File: src/rtl/sar_ctrl_6b.sv
// Successive-approximation controller for a binary-weighted CDAC: sample phase,
// then one bit decision per clock, MSB first, with registered outputs throughout.
module sar_ctrl_6b #(
    parameter int NBIT          = 6,
    parameter int SAMPLE_CYCLES = 2
) (
    input  logic            CLK,
    input  logic            RST_N,
    input  logic            START,
    input  logic            CMP,
    output logic            SAMPLE,
    output logic [NBIT-1:0] CB,
    output logic [NBIT-1:0] DOUT,
    output logic            DONE,
    output logic            BUSY
);

    localparam int IW = (NBIT > 1) ? $clog2(NBIT) : 1;

    localparam logic [1:0] ST_IDLE = 2'd0;
    localparam logic [1:0] ST_SAMP = 2'd1;
    localparam logic [1:0] ST_CONV = 2'd2;

    localparam logic [3:0]      CNT_LOAD = 4'(SAMPLE_CYCLES - 1);
    localparam logic [IW-1:0]   IDX_MSB  = IW'(NBIT - 1);
    localparam logic [IW-1:0]   IDX_ONE  = IW'(1);
    localparam logic [NBIT-1:0] MSB_CODE = {1'b1, {(NBIT-1){1'b0}}};

    logic [1:0]      state_q, state_d;
    logic [3:0]      cnt_q, cnt_d;
    logic [IW-1:0]   idx_q, idx_d;
    logic            sample_q, sample_d;
    logic [NBIT-1:0] cb_q, cb_d;
    logic [NBIT-1:0] dout_q, dout_d;
    logic            done_q, done_d;
    logic            busy_q, busy_d;
    logic [NBIT-1:0] trial_s;

    // Next-state and next-output computation for the whole controller.
    always_comb begin
        state_d  = state_q;
        cnt_d    = cnt_q;
        idx_d    = idx_q;
        sample_d = sample_q;
        cb_d     = cb_q;
        dout_d   = dout_q;
        done_d   = 1'b0;
        busy_d   = busy_q;
        trial_s  = cb_q;

        case (state_q)
            ST_IDLE: begin
                if (START) begin
                    state_d  = ST_SAMP;
                    sample_d = 1'b1;
                    busy_d   = 1'b1;
                    cb_d     = '0;
                    cnt_d    = CNT_LOAD;
                    idx_d    = '0;
                end else begin
                    state_d  = ST_IDLE;
                end
            end

            ST_SAMP: begin
                if (cnt_q == 4'd0) begin
                    state_d  = ST_CONV;
                    sample_d = 1'b0;
                    cb_d     = MSB_CODE;
                    idx_d    = IDX_MSB;
                end else begin
                    cnt_d    = cnt_q - 4'd1;
                end
            end

            ST_CONV: begin
                // A high comparator means the trial bit overshoots and is dropped.
                if (CMP) begin
                    trial_s[idx_q] = 1'b0;
                end else begin
                    trial_s[idx_q] = cb_q[idx_q];
                end
                if (idx_q != '0) begin
                    trial_s[idx_q - IDX_ONE] = 1'b1;
                    idx_d  = idx_q - IDX_ONE;
                    cb_d   = trial_s;
                end else begin
                    cb_d    = trial_s;
                    dout_d  = trial_s;
                    done_d  = 1'b1;
                    busy_d  = 1'b0;
                    state_d = ST_IDLE;
                end
            end

            default: begin
                state_d  = ST_IDLE;
                sample_d = 1'b0;
                busy_d   = 1'b0;
                cnt_d    = 4'd0;
                idx_d    = '0;
            end
        endcase
    end

    // State and output registers with asynchronous clear.
    always_ff @(posedge CLK or negedge RST_N) begin
        if (!RST_N) begin
            state_q  <= ST_IDLE;
            cnt_q    <= 4'd0;
            idx_q    <= '0;
            sample_q <= 1'b0;
            cb_q     <= '0;
            dout_q   <= '0;
            done_q   <= 1'b0;
            busy_q   <= 1'b0;
        end else begin
            state_q  <= state_d;
            cnt_q    <= cnt_d;
            idx_q    <= idx_d;
            sample_q <= sample_d;
            cb_q     <= cb_d;
            dout_q   <= dout_d;
            done_q   <= done_d;
            busy_q   <= busy_d;
        end
    end

    assign SAMPLE = sample_q;
    assign CB     = cb_q;
    assign DOUT   = dout_q;
    assign DONE   = done_q;
    assign BUSY   = busy_q;

endmodule

File: config.mk
export PLATFORM = sky130hd
export DESIGN_NAME = sar_ctrl_6b
export DESIGN_NICKNAME = d
export VERILOG_FILES = /design/src/rtl/sar_ctrl_6b.sv
export SDC_FILE = /design/constraint.sdc
export NUM_CORES = 1
export LEC_CHECK = 0
export ABC_AREA = 1
export CAP_MARGIN = 25
export CORE_MARGIN = 3
export CORE_UTILIZATION = 51
export CTS_BUF_LIST = sky130_fd_sc_hd__clkbuf_8
export DETAILED_ROUTE_END_ITERATION = 10
export PLACE_DENSITY = 0.75
export SLEW_MARGIN = 0
export SYNTH_ARGS = -nofsm -noshare
export SYNTH_HDL_FRONTEND = slang
export SYNTH_SLANG_ARGS = --single-unit
export TNS_END_PERCENT = 5
File: constraint.sdc
create_clock -name CLK -period 3.45 [get_ports CLK]
set_clock_uncertainty 0.1 [all_clocks]
set_input_delay 0.345 -clock CLK [delete_from_list [all_inputs] [get_ports CLK]]
set_output_delay 0.345 -clock CLK [all_outputs]
set_load 0.02 [all_outputs]
Word-level counts from Yosys, hierarchy flattened
Index checks and enable logic that the tools add are counted.

storage, ports and cells
  bits in registers = 24

operators by class
  $add $sub $neg = 2
  magnitude comparators = 4
  equality and inequality tests = 7
  multiplexer cells = 31
  bitwise operators = 6
  reductions and logical operators = 13

operators by type and width
  operator                                                                             number
  6-bit 2-to-1 mux                                                                     5
  6-bit case mux with 3 select lines                                                   1
  3-bit AND reduction                                                                  5
  4-bit case mux with 3 select lines                                                   1
  2-bit != test, second input constant                                                 5
  1-bit 2-to-1 mux                                                                     9
  3-bit 2-to-1 mux                                                                     3
  3-bit case mux with 3 select lines                                                   1
  3-bit by 4-bit less-than comparator with 1-bit output, second input constant         2
  4-bit 2-to-1 mux                                                                     2
  6-bit bitwise AND                                                                    1
  6-bit bitwise mux                                                                    1
  1-bit demux with 3-bit select                                                        2
  3-bit by 1-bit greater-or-equal comparator with 1-bit output, second input constant  2
  6-bit NOT                                                                            1
  6-bit bitwise OR                                                                     1
  1-bit case mux with 3 select lines                                                   2
  2-bit case mux with 3 select lines                                                   1
  3-bit nonzero test                                                                   2
  4-bit logical NOT                                                                    1
  2-bit 2-to-1 mux                                                                     2
  2-bit AND reduction                                                                  2
  4-bit by 1-bit subtractor with 4-bit output, second input constant                   1
  1-bit binary-select mux with 3-bit select                                            1
  other kinds (6)                                                                      9

Longest topological paths before layout
Gate-level depths: netlist of run 1.

  depth after elaboration = 11
  mapped depth = 10

Least setup slack after synthesis of run 1
No wires, ideal clock.

  kind = flip-flop to flip-flop
  start = reg state_q[0]
  end = reg cnt_q[1]
  setup time = 0.126 ns
  arrival = 1.220 ns
  required time = 3.224 ns
  path slack = 2.005 ns
  cell stages (with the launch flop) = 7
  buffers on the path = 0
  clock period less this slack = 1.445 ns
  cells stage by stage = dfrtp_1 > inv_1 > ha_1 > a21oi_1 > nand2_1 > nand2_1 > o21ai_0

between the ends
  cells in the longest elaborated chain, start to end = 3

ends and longest elaborated chain
  what                                                                    RTL line  text
  start: declaration                                                      29        logic [1:0] state_q, state_d;
  start signal: assignment                                                118       state_q <= state_d;
  2-bit by 1-bit equality test with 1-bit output (tied with other cells)  51        case (state_q)
  2-bit != test (no line) / 1-bit NOT (equally long branches)             n/a
  3-bit AND reduction (no line)                                           n/a
  end signal: assignment                                                  119       cnt_q <= cnt_d;
  end: declaration                                                        30        logic [3:0] cnt_q, cnt_d;

Several ways; a longest one is shown, not always the timed one.
A chain may end at the register's enable or synchronous reset.

Worst setup path in the final report of run 1
  start = reg cb_q[0] (netlist: CB[0])
  end = out CB[0]

RTL lines
  what                      RTL line  text
  start: declaration        33        logic [NBIT-1:0] cb_q, cb_d;
  start signal: assignment  113       cb_q <= '0;
  start signal: assignment  122       cb_q <= cb_d;
  end: declaration          12        output logic [NBIT-1:0] CB,

No word-level cell between the ends.

==> results of run 1 <==
## final cells by class
type | instances | share of cell area [%]
Clock buffer | 4 | 3.33
Inverter | 22 | 5.14
Multi-Input combinational cell | 125 | 41.2
Sequential cell | 24 | 36.3
Tap cell | 30 | 2.27
Timing Repair Buffer | 19 | 11.8
## kinds of logic after synthesis
group | after synthesis | synth area share, %
flops | 24 | 43.3
fa+ha+maj | 8 | 7.22
compound gates | 27 | 10.1
simple gates | 89 | 31.2
xor+xnor | 1 | 0.632
buf+inv | 24 | 7.49
## Yosys cell counts, drive strengths merged (2+ instances only)
cell	instances	area, sq um
inv	21	81.3
nor2	7	46.3
ha	8	100
nand3	14	95.1
a21oi	4	23.8
nand4	2	12.5
o21ai	22	110
dfrtp	24	601
nand2	64	265
buf	2	18.8
## worst min-delay path by stage
stage / startpoint / slack (ns) / to
after floorplan: RST_N / -0.05 / BUSY$_DFFE_PN0P_
after global routing: RST_N / 0.30 / CB[3]$_DFFE_PN0P_
after CTS: DOUT[5]$_DFFE_PN0P_ / 0.39 / DOUT[5]$_DFFE_PN0P_
after global placement: DOUT[5]$_DFFE_PN0P_ / 0.36 / DOUT[5]$_DFFE_PN0P_
final: RST_N / 0.29 / CB[3]$_DFFE_PN0P_
after detailed placement: DOUT[5]$_DFFE_PN0P_ / 0.37 / DOUT[5]$_DFFE_PN0P_
## sequential cells by signal, summed over array words and instances (netlist names)
signal / count
BUSY: 1
DOUT: 6
idx_q: 3
cnt_q: 4
DONE: 1
state_q: 2
CB: 6
SAMPLE: 1
## per-layer routing
metal / vias up / share of wire [%] / global-route usage, %
li1: 592 / - / -
met1: 563 / 44 / 22.7
met2: 26 / 49 / 33.7
met3: 7 / 3.6 / 2.67
met4: 0 / 2.4 / 8.94
met5: - / 0 / 0
## metrics by stage
stage | setup slack (ns) | util (%) | hold WS (ns) | total power, mW
after floorplan | 2.00 | - | -0.0506 | 1.08
after global placement | 1.73 | 62.8 | 0.364 | 1.27
after detailed placement | 1.68 | 62.8 | 0.373 | 1.30
after CTS | 1.73 | 65.0 | 0.392 | 1.51
after global routing | 1.65 | 65.6 | 0.299 | 1.63
final | 1.75 | 65.6 | 0.287 | 1.49
## power groups by stage
stage,Clock (mW),Sequential (mW),Combinational [mW]
2_1_floorplan,0,0.499,0.581
5_1_grt,0.206,0.467,0.955
3_3_place_gp,0,0.451,0.822
3_5_place_dp,0,0.457,0.846
6_report,0.186,0.453,0.850
4_1_cts,0.195,0.453,0.857
==> reports/results.tsv, run 1 <==
metric	value	unit
vias	1188	
count of cell types in the netlist	25	
Slew @ Worst Pin	0.446	ns
Crit path max-delay family	buffers and inverters	
Final Non-Filler Cells	224	
# Max-Cap Violations	0	
Worst Setup SP	CB[0]$_DFFE_PN0P_	
wire per inst	12.5	um
post-DP HPWL	2170	um
Overflow after GRT	0	
Hold-fix buffers, CTS	0	
pins over their slew limit	0	
Cells after DPL	219	
Post-Syn Instances	173	
ANT cells	0	
nets@finish	207	
Crit path arrival time	1.26	ns
total setup buffers inserted after CTS	0	
Sw Ratio	47.3	%
Reg2Reg Setup Slack	1.80	ns
Port Buffers	18	
endpoint type of the worst setup path	primary output	
Ys Warns	0	
initial antenna violation count	0	
Via density	5.30	
H-tree depth	1	
Cell Area, Synth	1390	sq um
Routed WL	2800	um
crit path time final	1.70	ns
CP endpoint	CB[0]	
outcome	completed	
# rows	18	
Post-CTS Resized	0	
WP depth	1	
Clock Path Buffers	2	
Initial Utilization	55.0	%
reg2reg path depth	6	
RR Endpoint	cnt_q[2]$_DFFE_PN0P_	
IO Pins	19	
PD cells	899	nW/um^2
Buf+Inv Stages, Crit Path	1	
die height	58.1	um
FFs w/ async S/R, synth	100	%
top_reg_cell synth	dfrtp_1	
drt pass-1 iters	4	
clk_lat worst skew	0.26	ns
Leak	0.837	nW
Post-synth EDFFs	0	
clock power share	12.5	%
design internal power	0.785	mW
CTS Buf Count	3	
Crit path largest cell delay	0.62	ns
Final Hold Vio Count	0	
Iteration-0 DRC Markers	20	
worst r2r src	state_q[0]$_DFFE_PN0P_	
WP data required	3.00	ns
Tcrit/Tclk final	49.4	%
FF/Latch Area	601	sq um
Area Overhead vs Synth	19.4	%
Mapped Nets	185	
fmax	0.587	GHz
vias in the first global route	1191	
Max VDD drop	0.584	mV
Post-DP Area	1590	sq um
CTS sink cnt	24	
CTS tree	done	
Max Fanout on Critical Path	3	
Die Wd	58.1	um
Flop pwr share	30.4	%
Yosys reg bits	24	
Gate power share	57.1	%
commonest cells after routing, fill and taps aside	58 x nand2_1, 24 x dfrtp_1, 18 x inv_1, 18 x clkdlybuf4s50_1, 14 x o21ai_1	
largest net degree at the start of global routing	25	
share of layout cells above drive strength 1	10.8	%
# fillers	234	
gr usage total	19.1	%
clock transition at the registers of the reported paths	0.08	ns
Worst Hold Class	in2async	
full die area	3380	sq um
commonest non-fill, non-tap cell in the layout	nand2_1	
total negative setup slack	0	ns
residual DRC count	0	
Multi-input gate area	682	sq um
post-route design area	1660	sq um
unrepaired setup endpoints after global routing	false	
Worst path slowest cell	clkdlybuf4s50_1	
P_sw	0.704	mW
first-pass GRT wire length	5030	um
syn avg cell area	8.01	sq um
relative slew slack	70.1	%
worst-path cell chain	clkdlybuf4s50_1	
core box area	2520	sq um
Root Buffer	clkbuf_8	
kind of critical path	reg2out	
crit path launch type	flip-flop	
gp weighted congestion	0.931	
count of final setup violators	0	
Seq/Total Area, Yosys	43.3	%
ANT nets after route	0	
No activity file was read; power rests on OpenSTA's default activity.
==> inputs of run 2 (changes only) <==
clock period = 1.6 ns   (was 3.45 ns; I/O delays follow)
==> run 2 against run 1 <==
Cell count up 2.7%. Sequential power rose by 110%. Via count barely moved. Highest routed layer unchanged. Power grew 130%. Sequential cell count unchanged. Core utilization increased by 2.9 points. Critical path type unchanged. Die area did not move. Non-clock buffer count is 6 higher. Design area up 4.5%. Setup slack worse by 1.7 ns.
==> reports/results.tsv, run 2 (synthesized netlist as in run 1, its figures left out) <==
metric	value	unit
crit path launch type	flip-flop	
Tot Pwr	3.40	mW
Initial Utilization	55.0	%
drt pass-1 iters	4	
largest net degree at the start of global routing	25	
outcome	completed	
gp weighted congestion	0.945	
Die Wd	58.1	um
ANT cells	0	
Leak	0.864	nW
die height	58.1	um
PD cells	1970	nW/um^2
Final Hold Vio Count	0	
post-DP HPWL	2220	um
M3 GR Usage	2.67	%
nets@finish	213	
share of layout cells above drive strength 1	17.5	%
commonest non-fill, non-tap cell in the layout	nand2_1	
kind of critical path	reg2out	
clock transition at the registers of the reported paths	0.08	ns
clk_lat worst skew	0.27	ns
endpoint type of the worst setup path	primary output	
fmax	0.657	GHz
Routed WL	2890	um
Port Buffers	18	
Max Fanout on Critical Path	3	
wire per inst	12.5	um
met2 usage	34.8	%
Final Non-Filler Cells	230	
Crit path largest cell delay	0.61	ns
unrepaired setup endpoints after global routing	false	
gr usage total	19.4	%
Hold-fix buffers, CTS	0	
Worst path slowest cell	clkdlybuf4s50_1	
Flop pwr share	28.2	%
Tcrit/Tclk final	95.1	%
Clock Path Buffers	2	
full die area	3380	sq um
P_sw	1.57	mW
vias	1187	
relative slew slack	80.2	%
Iteration-0 DRC Markers	29	
ANT nets after route	0	
Crit path max-delay family	buffers and inverters	
CTS tree	done	
pins over their slew limit	0	
CTS Buf Count	3	
Max VDD drop	1.33	mV
total negative setup slack	0	ns
WP data required	1.34	ns
Gate power share	59.9	%
# rows	18	
Slew @ Worst Pin	0.297	ns
Root Buffer	clkbuf_8	
met1 Use GR	23.0	%
initial antenna violation count	0	
Overflow after GRT	0	
count of final setup violators	0	
Reg2Reg Setup Slack	0.11	ns
first-pass GRT wire length	5050	um
Area Overhead vs Synth	24.7	%
# Max-Cap Violations	0	
vias in the first global route	1195	
H-tree depth	1	
Via density	5.16	
design internal power	1.83	mW
grt peak-use layer	met2	
Sw Ratio	46.3	%
CTS sink cnt	24	
core box area	2520	sq um
IO Pins	19	
clock power share	11.9	%
commonest cells after routing, fill and taps aside	57 x nand2_1, 24 x dfrtp_1, 18 x clkdlybuf4s50_1	
worst-path cell chain	clkdlybuf4s50_1	
Worst Hold Class	in2async	
Cells after DPL	224	
Crit path arrival time	1.26	ns
Buf+Inv Stages, Crit Path	1	
crit path time final	1.52	ns
residual DRC count	0	
run 2: cell types whose count changed in the layout (fill, tap and decap cells not counted):
cell / delta
a21oi_1: -1
a21oi_4: +1
buf_4: +7
buf_8: -1
ha_1: -4
ha_2: +3
ha_4: +1
inv_1: -1
inv_2: +1
nand2_1: -1
nand2_2: +1
nor2_1: -1
nor2_2: +1
run 2: repair_timing:
action	in CTS	in global routing
setup buffers	0	2
gates resized for setup	1	8
endpoints found under the setup margin	5	17
run 2: per-layer routing:
metal,vias to the layer above,part of all wire (%)
met2,21,49
met1,550,46
li1,611,-
met4,0,1.5
met3,5,3.2
met5,-,0
run 2: path summary, 6_finish.rpt:
kind / endpoint / cells past startpoint / from
worst min-delay path: state_q[0]$_DFFE_PN0P_ / 2 / RST_N
worst max register to register: CB[3]$_DFFE_PN0P_ / 7 / state_q[0]$_DFFE_PN0P_
worst min register to register: DOUT[3]$_DFFE_PN0P_ / 2 / DOUT[3]$_DFFE_PN0P_
min in group CLK: DOUT[3]$_DFFE_PN0P_ / 2 / DOUT[3]$_DFFE_PN0P_
max in group asynchronous: SAMPLE$_DFFE_PN0P_ / 2 / RST_N
worst max-delay path: CB[1] / 1 / CB[1]$_DFFE_PN0P_
run 2: power by group through the flow:
stage                     Clock (mW)  Sequential (mW)  Combinational [mW]
after floorplan                    0             1.08                1.25
after global placement             0            0.953                1.86
after detailed placement           0            0.967                1.91
after CTS                      0.420            0.958                1.94
after global routing           0.447            0.985                2.26
final                          0.405            0.957                2.04
run 2: cell type report:
class / instances / area, sq um
Multi-Input combinational cell: 125 / 718
Fill cell: 220 / 793
Clock buffer: 4 / 55.1
Tap cell: 30 / 37.5
Inverter: 22 / 85.1
Timing Repair Buffer: 25 / 233
Sequential cell: 24 / 601
run 2: per-stage QoR:
stage          hold slack [ns]  instance area [sq um]  worst slack, ns  utilization, %
6_report                 0.140                   1730           0.0784            68.6
5_1_grt                  0.157                   1730          0.00246            68.6
4_1_cts                  0.149                   1690         0.000769            66.8
3_5_place_dp             0.377                   1620          0.00870            64.3
3_3_place_gp             0.365                   1620           0.0675            64.3
2_1_floorplan           -0.236                   1390            0.155               -
